$ cat config.mk
export PLATFORM = sky130hd
export DESIGN_NAME = write_back_stage
export DESIGN_NICKNAME = d
export VERILOG_FILES = /design/src/rtl/core_pkg.sv /design/src/rtl/load_align.sv /design/src/rtl/write_back_stage.sv
export SDC_FILE = /design/constraint.sdc
export NUM_CORES = 1
export LEC_CHECK = 0
export CAP_MARGIN = 25
export CORE_MARGIN = 1
export CORE_UTILIZATION = 40
export DETAILED_ROUTE_END_ITERATION = 12
export PLACE_DENSITY = 0.83
export SLEW_MARGIN = 5
export SYNTH_ARGS = -nofsm -noshare
export SYNTH_HDL_FRONTEND = slang
export SYNTH_HIERARCHICAL = 1
export SYNTH_SLANG_ARGS = --single-unit
$ cat constraint.sdc
create_clock -name clk -period 3.56 [get_ports clk]
set_input_delay 0.712 -clock clk [delete_from_list [all_inputs] [get_ports clk]]
set_output_delay 0.712 -clock clk [all_outputs]
set_load 0.02 [all_outputs]
$ cat src/rtl/core_pkg.sv
// Shared core types: instruction bundle from ReadMem, write-back control, load-size encodings.
// Also holds the write-back FSM state type and the captured-load record.
package core;

    localparam int ADDR_WIDTH     = 32;
    localparam int DATA_WIDTH     = 32;
    localparam int REG_ADDR_WIDTH = 5;
    localparam int INSN_WIDTH     = 32;

    localparam logic [1:0] LS_BYTE = 2'd0;
    localparam logic [1:0] LS_HALF = 2'd1;
    localparam logic [1:0] LS_WORD = 2'd2;

    typedef struct packed {
        logic                  valid;
        logic [ADDR_WIDTH-1:0] addr;
        logic [INSN_WIDTH-1:0] insn;
    } InsnBundle;

    typedef struct packed {
        logic                      wb_en;
        logic [REG_ADDR_WIDTH-1:0] rd;
        logic                      is_load;
        logic [1:0]                load_size;
        logic                      load_unsigned;
        logic [1:0]                byte_off;
    } WbCtrl;

    typedef enum logic {
        WB_IDLE,
        WB_WAIT_LOAD
    } wb_state_e;

    // Everything a load needs to remember while its response is outstanding.
    typedef struct packed {
        logic [ADDR_WIDTH-1:0]     addr;
        logic                      wb_en;
        logic [REG_ADDR_WIDTH-1:0] rd;
        logic [1:0]                load_size;
        logic                      load_unsigned;
        logic [1:0]                byte_off;
    } PendLoad;

    // x0 is hardwired to zero, so a write to it is dropped.
    function automatic logic rd_writes(input logic wb_en, input logic [REG_ADDR_WIDTH-1:0] rd);
        return wb_en && (rd != '0);
    endfunction

endpackage

$ cat src/rtl/load_align.sv
// Combinational load extraction: selects byte/half by byte offset, then sign- or zero-extends.
// Only instantiated by write_back_stage when WB_LOAD_EXT_EN is defined.
module load_align
    import core::*;
(
    input  logic [DATA_WIDTH-1:0] word_i,
    input  logic [1:0]            load_size_i,
    input  logic                  load_unsigned_i,
    input  logic [1:0]            byte_off_i,
    output logic [DATA_WIDTH-1:0] data_o
);

    logic [DATA_WIDTH-1:0] shifted;
    logic                  byte_sign;
    logic                  half_sign;

    // Misaligned halves simply take the low 16 bits after the shift (upper bits fall off).
    assign shifted   = word_i >> {byte_off_i, 3'b000};
    assign byte_sign = ~load_unsigned_i & shifted[7];
    assign half_sign = ~load_unsigned_i & shifted[15];

    always_comb begin
        data_o = word_i;
        case (load_size_i)
            LS_BYTE: data_o = {{(DATA_WIDTH-8){byte_sign}}, shifted[7:0]};
            LS_HALF: data_o = {{(DATA_WIDTH-16){half_sign}}, shifted[15:0]};
            default: data_o = word_i;
        endcase
    end

endmodule

$ cat src/rtl/write_back_stage.sv
// Final pipeline stage: writes ALU/load results to the register file, retires, counts instret.
// Optional feature macro: WB_LOAD_EXT_EN (load byte/half extraction and extension via load_align).
module write_back_stage
    import core::*;
#(
    parameter int ADDR_WIDTH     = core::ADDR_WIDTH,
    parameter int DATA_WIDTH     = core::DATA_WIDTH,
    parameter int REG_ADDR_WIDTH = core::REG_ADDR_WIDTH
) (
    input  logic                      clk,
    input  logic                      rst,
    input  InsnBundle                 insn,
    input  WbCtrl                     wb,
    input  logic [DATA_WIDTH-1:0]     alu_data,
    output logic                      in_ready,
    input  logic                      mem_rsp_valid,
    input  logic [DATA_WIDTH-1:0]     mem_rsp_data,
    output logic                      mem_rsp_ready,
    output logic                      rf_we,
    output logic [REG_ADDR_WIDTH-1:0] rf_waddr,
    output logic [DATA_WIDTH-1:0]     rf_wdata,
    output logic                      retire_valid,
    output logic [ADDR_WIDTH-1:0]     retire_addr,
    output logic [63:0]               instret
);

    wb_state_e                 state_q, state_d;
    PendLoad                   pend_q, pend_d;
    logic                      rf_we_q, rf_we_d;
    logic [REG_ADDR_WIDTH-1:0] rf_waddr_q, rf_waddr_d;
    logic [DATA_WIDTH-1:0]     rf_wdata_q, rf_wdata_d;
    logic                      retire_valid_q, retire_valid_d;
    logic [ADDR_WIDTH-1:0]     retire_addr_q, retire_addr_d;
    logic [63:0]               instret_q, instret_d;
    logic [DATA_WIDTH-1:0]     load_data;
    logic                      unused_insn_bits;

    assign unused_insn_bits = ^insn.insn;

`ifdef WB_LOAD_EXT_EN
    load_align u_load_align (
        .word_i          (mem_rsp_data),
        .load_size_i     (pend_q.load_size),
        .load_unsigned_i (pend_q.load_unsigned),
        .byte_off_i      (pend_q.byte_off),
        .data_o          (load_data)
    );
`else
    logic unused_ext_fields;

    assign load_data         = mem_rsp_data;
    assign unused_ext_fields = ^{pend_q.load_size, pend_q.load_unsigned, pend_q.byte_off};
`endif

    assign in_ready      = (state_q == WB_IDLE);
    assign mem_rsp_ready = (state_q == WB_WAIT_LOAD);

    always_comb begin
        state_d        = state_q;
        pend_d         = pend_q;
        rf_we_d        = 1'b0;
        rf_waddr_d     = rf_waddr_q;
        rf_wdata_d     = rf_wdata_q;
        retire_valid_d = 1'b0;
        retire_addr_d  = retire_addr_q;

        case (state_q)
            WB_IDLE: begin
                if (insn.valid) begin
                    if (wb.is_load) begin
                        pend_d.addr          = insn.addr;
                        pend_d.wb_en         = wb.wb_en;
                        pend_d.rd            = wb.rd;
                        pend_d.load_size     = wb.load_size;
                        pend_d.load_unsigned = wb.load_unsigned;
                        pend_d.byte_off      = wb.byte_off;
                        state_d              = WB_WAIT_LOAD;
                    end else begin
                        rf_we_d        = rd_writes(wb.wb_en, wb.rd);
                        rf_waddr_d     = wb.rd;
                        rf_wdata_d     = alu_data;
                        retire_valid_d = 1'b1;
                        retire_addr_d  = insn.addr;
                    end
                end
            end
            WB_WAIT_LOAD: begin
                if (mem_rsp_valid) begin
                    rf_we_d        = rd_writes(pend_q.wb_en, pend_q.rd);
                    rf_waddr_d     = pend_q.rd;
                    rf_wdata_d     = load_data;
                    retire_valid_d = 1'b1;
                    retire_addr_d  = pend_q.addr;
                    state_d        = WB_IDLE;
                end
            end
            default: state_d = WB_IDLE;
        endcase

        // Counter moves in the same cycle the retire pulse becomes visible.
        instret_d = instret_q + {63'd0, retire_valid_d};
    end

    always_ff @(posedge clk) begin
        if (rst) begin
            state_q        <= WB_IDLE;
            pend_q         <= '0;
            rf_we_q        <= 1'b0;
            rf_waddr_q     <= '0;
            rf_wdata_q     <= '0;
            retire_valid_q <= 1'b0;
            retire_addr_q  <= '0;
            instret_q      <= '0;
        end else begin
            state_q        <= state_d;
            pend_q         <= pend_d;
            rf_we_q        <= rf_we_d;
            rf_waddr_q     <= rf_waddr_d;
            rf_wdata_q     <= rf_wdata_d;
            retire_valid_q <= retire_valid_d;
            retire_addr_q  <= retire_addr_d;
            instret_q      <= instret_d;
        end
    end

    assign rf_we        = rf_we_q;
    assign rf_waddr     = rf_waddr_q;
    assign rf_wdata     = rf_wdata_q;
    assign retire_valid = retire_valid_q;
    assign retire_addr  = retire_addr_q;
    assign instret      = instret_q;

endmodule

==> results of run 1 <==
-- kinds of logic after synthesis --
family,after synthesis,synth area share
AND/OR/NAND/NOR,343,0.2167
flip-flops,174,0.4725
AO/OA/AOI/OAI,149,0.1254
multiplexers,70,0.09521
buffers and inverters,68,0.03683
XOR/XNOR,42,0.04990
adder cells (fa/ha/maj),2,0.003394
-- synth_stat cells, drive strengths merged, types with 10 or more instances --
| cell type | instances | area, um^2 |
|---|---|---|
| or3 | 20 | 125.1 |
| clkbuf | 56 | 210.2 |
| nand3 | 16 | 80.08 |
| xnor2 | 33 | 289.0 |
| nand2 | 106 | 397.9 |
| nor3 | 13 | 65.06 |
| dfxtp | 174 | 3483 |
| a211oi | 69 | 518.0 |
| nor2 | 118 | 442.9 |
| nor4 | 16 | 100.1 |
| a21oi | 59 | 295.3 |
| o21ai | 19 | 95.09 |
| and3 | 10 | 62.56 |
| nand4 | 17 | 112.6 |
| mux2i | 69 | 690.7 |
-- sequential cells by signal (all words and copies together) (netlist names) --
register	count
rf_we	1
retire_addr	32
pend_q	38
rf_wdata	32
mem_rsp_ready	1
retire_valid	1
rf_waddr	5
instret	64
-- worst paths after layout --
| kind | endpoint | slack (ns) |
|---|---|---|
| max | instret[54]$_SDFF_PP0_ | 0.55 |
| min | pend_q[36]$_SDFFE_PP0P_ | 0.45 |
| max reg2reg | instret[54]$_SDFF_PP0_ | 0.70 |
| min reg2reg | pend_q[36]$_SDFFE_PP0P_ | 0.45 |
-- through the flow --
stage / utilization / std cells / worst slack, ns / hold WS (ns) / instance area (um^2)
CTS: 0.5870 / 1302 / 0.5435 / 0.4552 / 10580
global placement: 0.5530 / 1270 / 0.1302 / 0.4409 / 9967
global route: 0.5870 / 1302 / 0.3421 / 0.4711 / 10580
detailed placement: 0.5530 / 1270 / 0.1050 / 0.4461 / 9967
floorplan: - / 848 / 0.002957 / 0.4360 / 7373
finish: 0.5870 / 1302 / 0.5465 / 0.4522 / 10580
-- power breakdown --
part | total [mW] | switching (mW) | internal (mW)
registers | 2.09 | 0.0536 | 2.04
clock network | 1.93 | 0.782 | 1.15
logic | 0.654 | 0.324 | 0.331
-- per-layer routing --
| metal | global-route usage | share of wire |
|---|---|---|
| met4 | 0.05495 | 0.010 |
| met5 | 0 | 0.00056 |
| met1 | 0.2436 | 0.43 |
| met2 | 0.3459 | 0.48 |
| met3 | 0.06365 | 0.079 |
-- cell type report --
type,count,area share
well taps,229,0.02708
clock inverters,12,0.01490
inverters,6,0.002128
clock buffers,20,0.04316
flip-flops and latches,174,0.3295
multi-input cells,606,0.3427
repair buffers,255,0.2405
-- worst max-delay path: cells and delay by family --
| kind | cells | cell delay [ns] |
|---|---|---|
| AOI/OAI and AO/OA | 2 | 0.29 |
| adders and majority gates | 2 | 0.41 |
| buffers and inverters | 1 | 0.46 |
| and+or+nand+nor | 5 | 1.49 |
==> flow_summary.ini, run 1 <==
[timing]
rsz_0062_raised_after_global_routing = false
totalNegativeSetupSlack_ns = 0
final.period_utilization = 0.8465
slew_headroom = 0.3565
timing.clock.skew_ns = 0.01212
max_freq_mhz = 331.8
slew_viol_final = 0
tightestPinTransition_ns = 0.9653
setup_viol = 0
fin_crit_ns = 3.014
count_of_final_hold_check_violations = 0

[logic_synthesis]
ys_warn_count = 6
syn_inst = 848
dominantRegCellSynth = dfxtp_1
sequential_element_share_of_the_synthesized_area = 0.4725
synthArstFlopShare = 0
postSynthAreaPerCell_um2 = 8.693
number_of_enable_flip_flop_cells_after_synthesis = 0
netlist-cell-type-count = 33
synth.cell_area_um2 = 7372
synth_seq_cells = 174
synth_fp_nets = 994

[finish]
finish.net_count = 1206
sequential_cell_area_um2 = 3487
most_common_cell_after_layout_fill_and_taps_aside = clkdlybuf4s50_1
area.growth.synth_to_final_pct = 43.53
layout.cells.most_common_list = clkdlybuf4s50_1 (242), dfxtp_1 (173), nor2_1 (118), nand2_1 (106)
multi_input_comb_area_um2 = 3626
antennaDiodeCount = 0
n_fill_cell = 1555
fraction_of_final_layout_cells_sized_beyond_drive_strength_1 = 0.04846

[setup_path]
cell_breakdown_of_the_critical_path = clkdlybuf4s50_1, nor2_1, a22o_4, ha_1, ha_1, and4_1, nand4_1, or4_4, or3_1, a21oi_1
worst_path_max_delay_cell = or4_4
critical_path_required_ns = 3.91
criticalPathCategory = input pin to register
r2r.worst_path.cells = 8
cp_capture_type = register
critical-path-top-cell-by-count = ha_1
critical_path_arrival_ns = 3.36
crit_start = wb[5]
startpoint_of_the_worst_slack_reg_to_reg_timing_path = mem_rsp_ready$_SDFF_PP0_
longest_individual_stage_delay_on_the_worst_path_ns = 0.60
critical_path.max_fanout = 11
worst_setup_sp_type = input pin

[clock_network]
cts_buffers = 17
clk_transition_reported_paths_ns = 0.07
cts_root_buf = clkbuf_16
ctsLongestPathBuffers = 2
post_cts_resized = 0
ctsHtreeMaxLevel = 4
hold_buffers = 0
postCtsSetupBuffers = 0
tritoncts = built
skew_pair_late_insertion_delay_ns = 0.42
tritoncts_num_sinks = 174

[drt]
drt-vias-per-instance = 5.204
post_drt_wl_per_cell_um = 15.20
vias = 6775
initialDrtViolationCount = 231
routed_wl_mm = 19.79
drt_drc_violations_left = 0
route.antenna.remaining_nets = 0
drt_first_pass_iters = 4

[pwr]
power.static_leakage_nw = 3.541
power.ir.vdd_worst_mv = 0.3321
fin_total_pwr_mw = 4.677
power-per-cell-area_nw_per_um2 = 442.0

[floorplan]
initial_utilization = 0.4090
chip_height_um = 137.8
fp.dieW_um = 137.8
core-area_um2 = 18020
pin_count = 281
num_rows = 49
die_area_um2 = 18980

[global_routing]
track_usage = 0.2025
grt_max_degree = 99
grt_overflow = 0
grt_pass1_vias = 6094
antenna_found_initial = 1
grt_pass1_wl_mm = 30.36

[worst_hold_path]
hold_path.class = register to register
timing.hold.worst.start = pend_q[36]$_SDFFE_PP0P_
min_delay_path_depth = 2

[placement]
dp.final_hpwl_mm = 13.31
place_congestion = 0.8103
io_buffer_count = 243

[run_status]
outcome = finished, final reports clean

[run]
timing.max_cap.violations = 0
No activity file was read; power rests on OpenSTA's default activity.
==> run 2: changes to the inputs <==
--- a/config.mk
+++ b/config.mk
@@ -7,9 +7,9 @@
 export LEC_CHECK = 0
 export CAP_MARGIN = 25
 export CORE_MARGIN = 1
-export CORE_UTILIZATION = 40
+export CORE_UTILIZATION = 44
 export DETAILED_ROUTE_END_ITERATION = 12
-export PLACE_DENSITY = 0.83
+export PLACE_DENSITY = 0.86
 export SLEW_MARGIN = 5
 export SYNTH_ARGS = -nofsm -noshare
 export SYNTH_HDL_FRONTEND = slang
==> constraint.sdc (replaced) <==
create_clock -name clk -period 2.9 [get_ports clk]
set_input_delay 0.58 -clock clk [delete_from_list [all_inputs] [get_ports clk]]
set_output_delay 0.58 -clock clk [all_outputs]
set_load 0.02 [all_outputs]
==> flow_summary.ini, run 2 (synthesis gave the netlist of run 1 again) <==
[run_status]
outcome = finished, final reports clean

[clock_network]
cts_buffers = 17
ctsHtreeMaxLevel = 4
tritoncts_num_sinks = 174
tritoncts = built
skew_pair_late_insertion_delay_ns = 0.42
cts_root_buf = clkbuf_16
clk_transition_reported_paths_ns = 0.06
hold_buffers = 0
postCtsSetupBuffers = 0
post_cts_resized = 0
ctsLongestPathBuffers = 2

[setup_path]
worst_r2r_endpoint = instret[59]$_SDFF_PP0_
worst_setup_sp_type = input pin
critical_path_arrival_ns = 3.05
worst_setup_path_endpoint = instret[54]$_SDFF_PP0_
critical_path.max_fanout = 11
worst_path_max_delay_cell = or4_4
longest_individual_stage_delay_on_the_worst_path_ns = 0.53
cell_breakdown_of_the_critical_path = clkdlybuf4s50_1, nor2_2, a22o_4, ha_4, ha_4, and4_4, nand4_1, or4_4, or3_1, a21oi_1
cp.buffers_inverters = 1
startpoint_of_the_worst_slack_reg_to_reg_timing_path = instret[15]$_SDFF_PP0_
crit_cells = 10
cp_capture_type = register
critical-path-top-cell-by-count = ha_4
critical_path_required_ns = 3.25
r2r.worst_path.cells = 5
crit_start = wb[5]
worst-r2r-setup-slack_ns = 0.28
criticalPathCategory = input pin to register
path_delay_family = simple AND/OR/NAND/NOR gates

[finish]
area.growth.synth_to_final_pct = 44.47
fraction_of_final_layout_cells_sized_beyond_drive_strength_1 = 0.06094
filler_free_cell_count_of_the_finished_design = 1299
layout.cells.most_common_list = clkdlybuf4s50_1 (242), dfxtp_1 (173), nor2_1 (117), nand2_1 (106)
max_reg_flops = 64
sequential_cell_area_um2 = 3487
n_fill_cell = 1308
utilization = 0.6609
finish.net_count = 1217
multi_input_comb_area_um2 = 3656
antennaDiodeCount = 0
fin_area_um2 = 10650
most_common_cell_after_layout_fill_and_taps_aside = clkdlybuf4s50_1

[timing]
tightestPinTransition_ns = 0.7318
totalNegativeSetupSlack_ns = 0
slew_headroom = 0.5121
final.period_utilization = 0.9326
count_of_final_hold_check_violations = 0
layout_setup_ws_ns = 0.1955
timing.clock.skew_ns = 0.008535
rsz_0062_raised_after_global_routing = false
slew_viol_final = 0
worst_hold_slack_ns = 0.4544
fin_crit_ns = 2.704
max_freq_mhz = 369.8
setup_viol = 0

[run]
timing.max_cap.violations = 0

[global_routing]
grt_max_degree = 77
grt_overflow = 0
antenna_found_initial = 0
grt_pass1_vias = 6433
grt_pass1_wl_mm = 32.06
track_usage = 0.2280

[placement]
place_congestion = 0.8130
dp.final_hpwl_mm = 13.39
io_buffer_count = 243
detailed_place.area_um2 = 10050
detailedPlace.worstSlack_ns = -0.2100
numPlacedInstances = 1268

[pwr]
p_seq_frac = 0.451
power.internal_mw = 4.263
power.ir.vdd_worst_mv = 0.3948
comb_power_share = 0.143
p_sw_frac = 0.2494
fin_total_pwr_mw = 5.680
switching_power_mw = 1.417
power-per-cell-area_nw_per_um2 = 533.3
clockPowerShare = 0.406
power.static_leakage_nw = 3.585

[worst_hold_path]
timing.hold.worst.start = pend_q[40]$_SDFFE_PP0P_
hold_path.class = register to register

[drt]
initialDrtViolationCount = 438
detailed_route_wire_length_on_metal_1_mm = 8.218
met2_length_mm = 9.498
drt_first_pass_iters = 5
routed_wl_mm = 19.37
met3_wirelength_mm = 1.131
drt-vias-per-instance = 5.297
drt_drc_violations_left = 0
post_drt_wl_per_cell_um = 14.91
vias = 6881
route.antenna.remaining_nets = 0
highest_layer = met4

[floorplan]
core-area_um2 = 16120
num_rows = 46
initial_utilization = 0.4575
die_area_um2 = 17280
pin_count = 281
fp.dieW_um = 131.4
chip_height_um = 131.4
run 2: area by class of cell:
| cell class | count | area share |
|---|---|---|
| tap | 216 | 0.02538 |
| sequential | 174 | 0.3274 |
| clock buffer | 21 | 0.04417 |
| clock inverter | 10 | 0.01210 |
| timing repair buffer | 266 | 0.2455 |
| inverter | 6 | 0.002115 |
| multi-input combinational | 606 | 0.3433 |
run 2: power by group through the flow:
| stage | clock network [mW] | registers [mW] | logic, mW |
|---|---|---|---|
| 2_1_floorplan | 0 | 2.72 | 0.308 |
| 3_3_place_gp | 0 | 2.61 | 0.802 |
| 3_5_place_dp | 0 | 2.62 | 0.815 |
| 4_1_cts | 2.35 | 2.57 | 0.818 |
| 5_1_grt | 2.45 | 2.58 | 0.875 |
| 6_report | 2.30 | 2.56 | 0.811 |
run 2: routing by layer:
layer / GRT usage / up-vias
li1: - / 3429
met1: 0.2755 / 3189
met2: 0.3792 / 226
met3: 0.05748 / 37
met4: 0.1047 / 0
met5: 0 / -
run 2: how the worst min path moves through the flow:
stage          slack, ns  cells after the start                 endpoint
6_report            0.45                      2  pend_q[40]$_SDFFE_PP0P_
5_1_grt             0.47                      2  pend_q[41]$_SDFFE_PP0P_
4_1_cts             0.46                      2  pend_q[42]$_SDFFE_PP0P_
3_5_place_dp        0.45                      2  pend_q[21]$_SDFFE_PP0P_
3_3_place_gp        0.44                      2  pend_q[23]$_SDFFE_PP0P_
2_1_floorplan       0.44                      2  pend_q[11]$_SDFFE_PP0P_
run 2: worst register-to-register path: cells and delay by family (launching register included):
kind	cells	cell delay [ns]
AOI/OAI and AO/OA	1	0.14
DFF	1	0.45
and+or+nand+nor	4	1.95
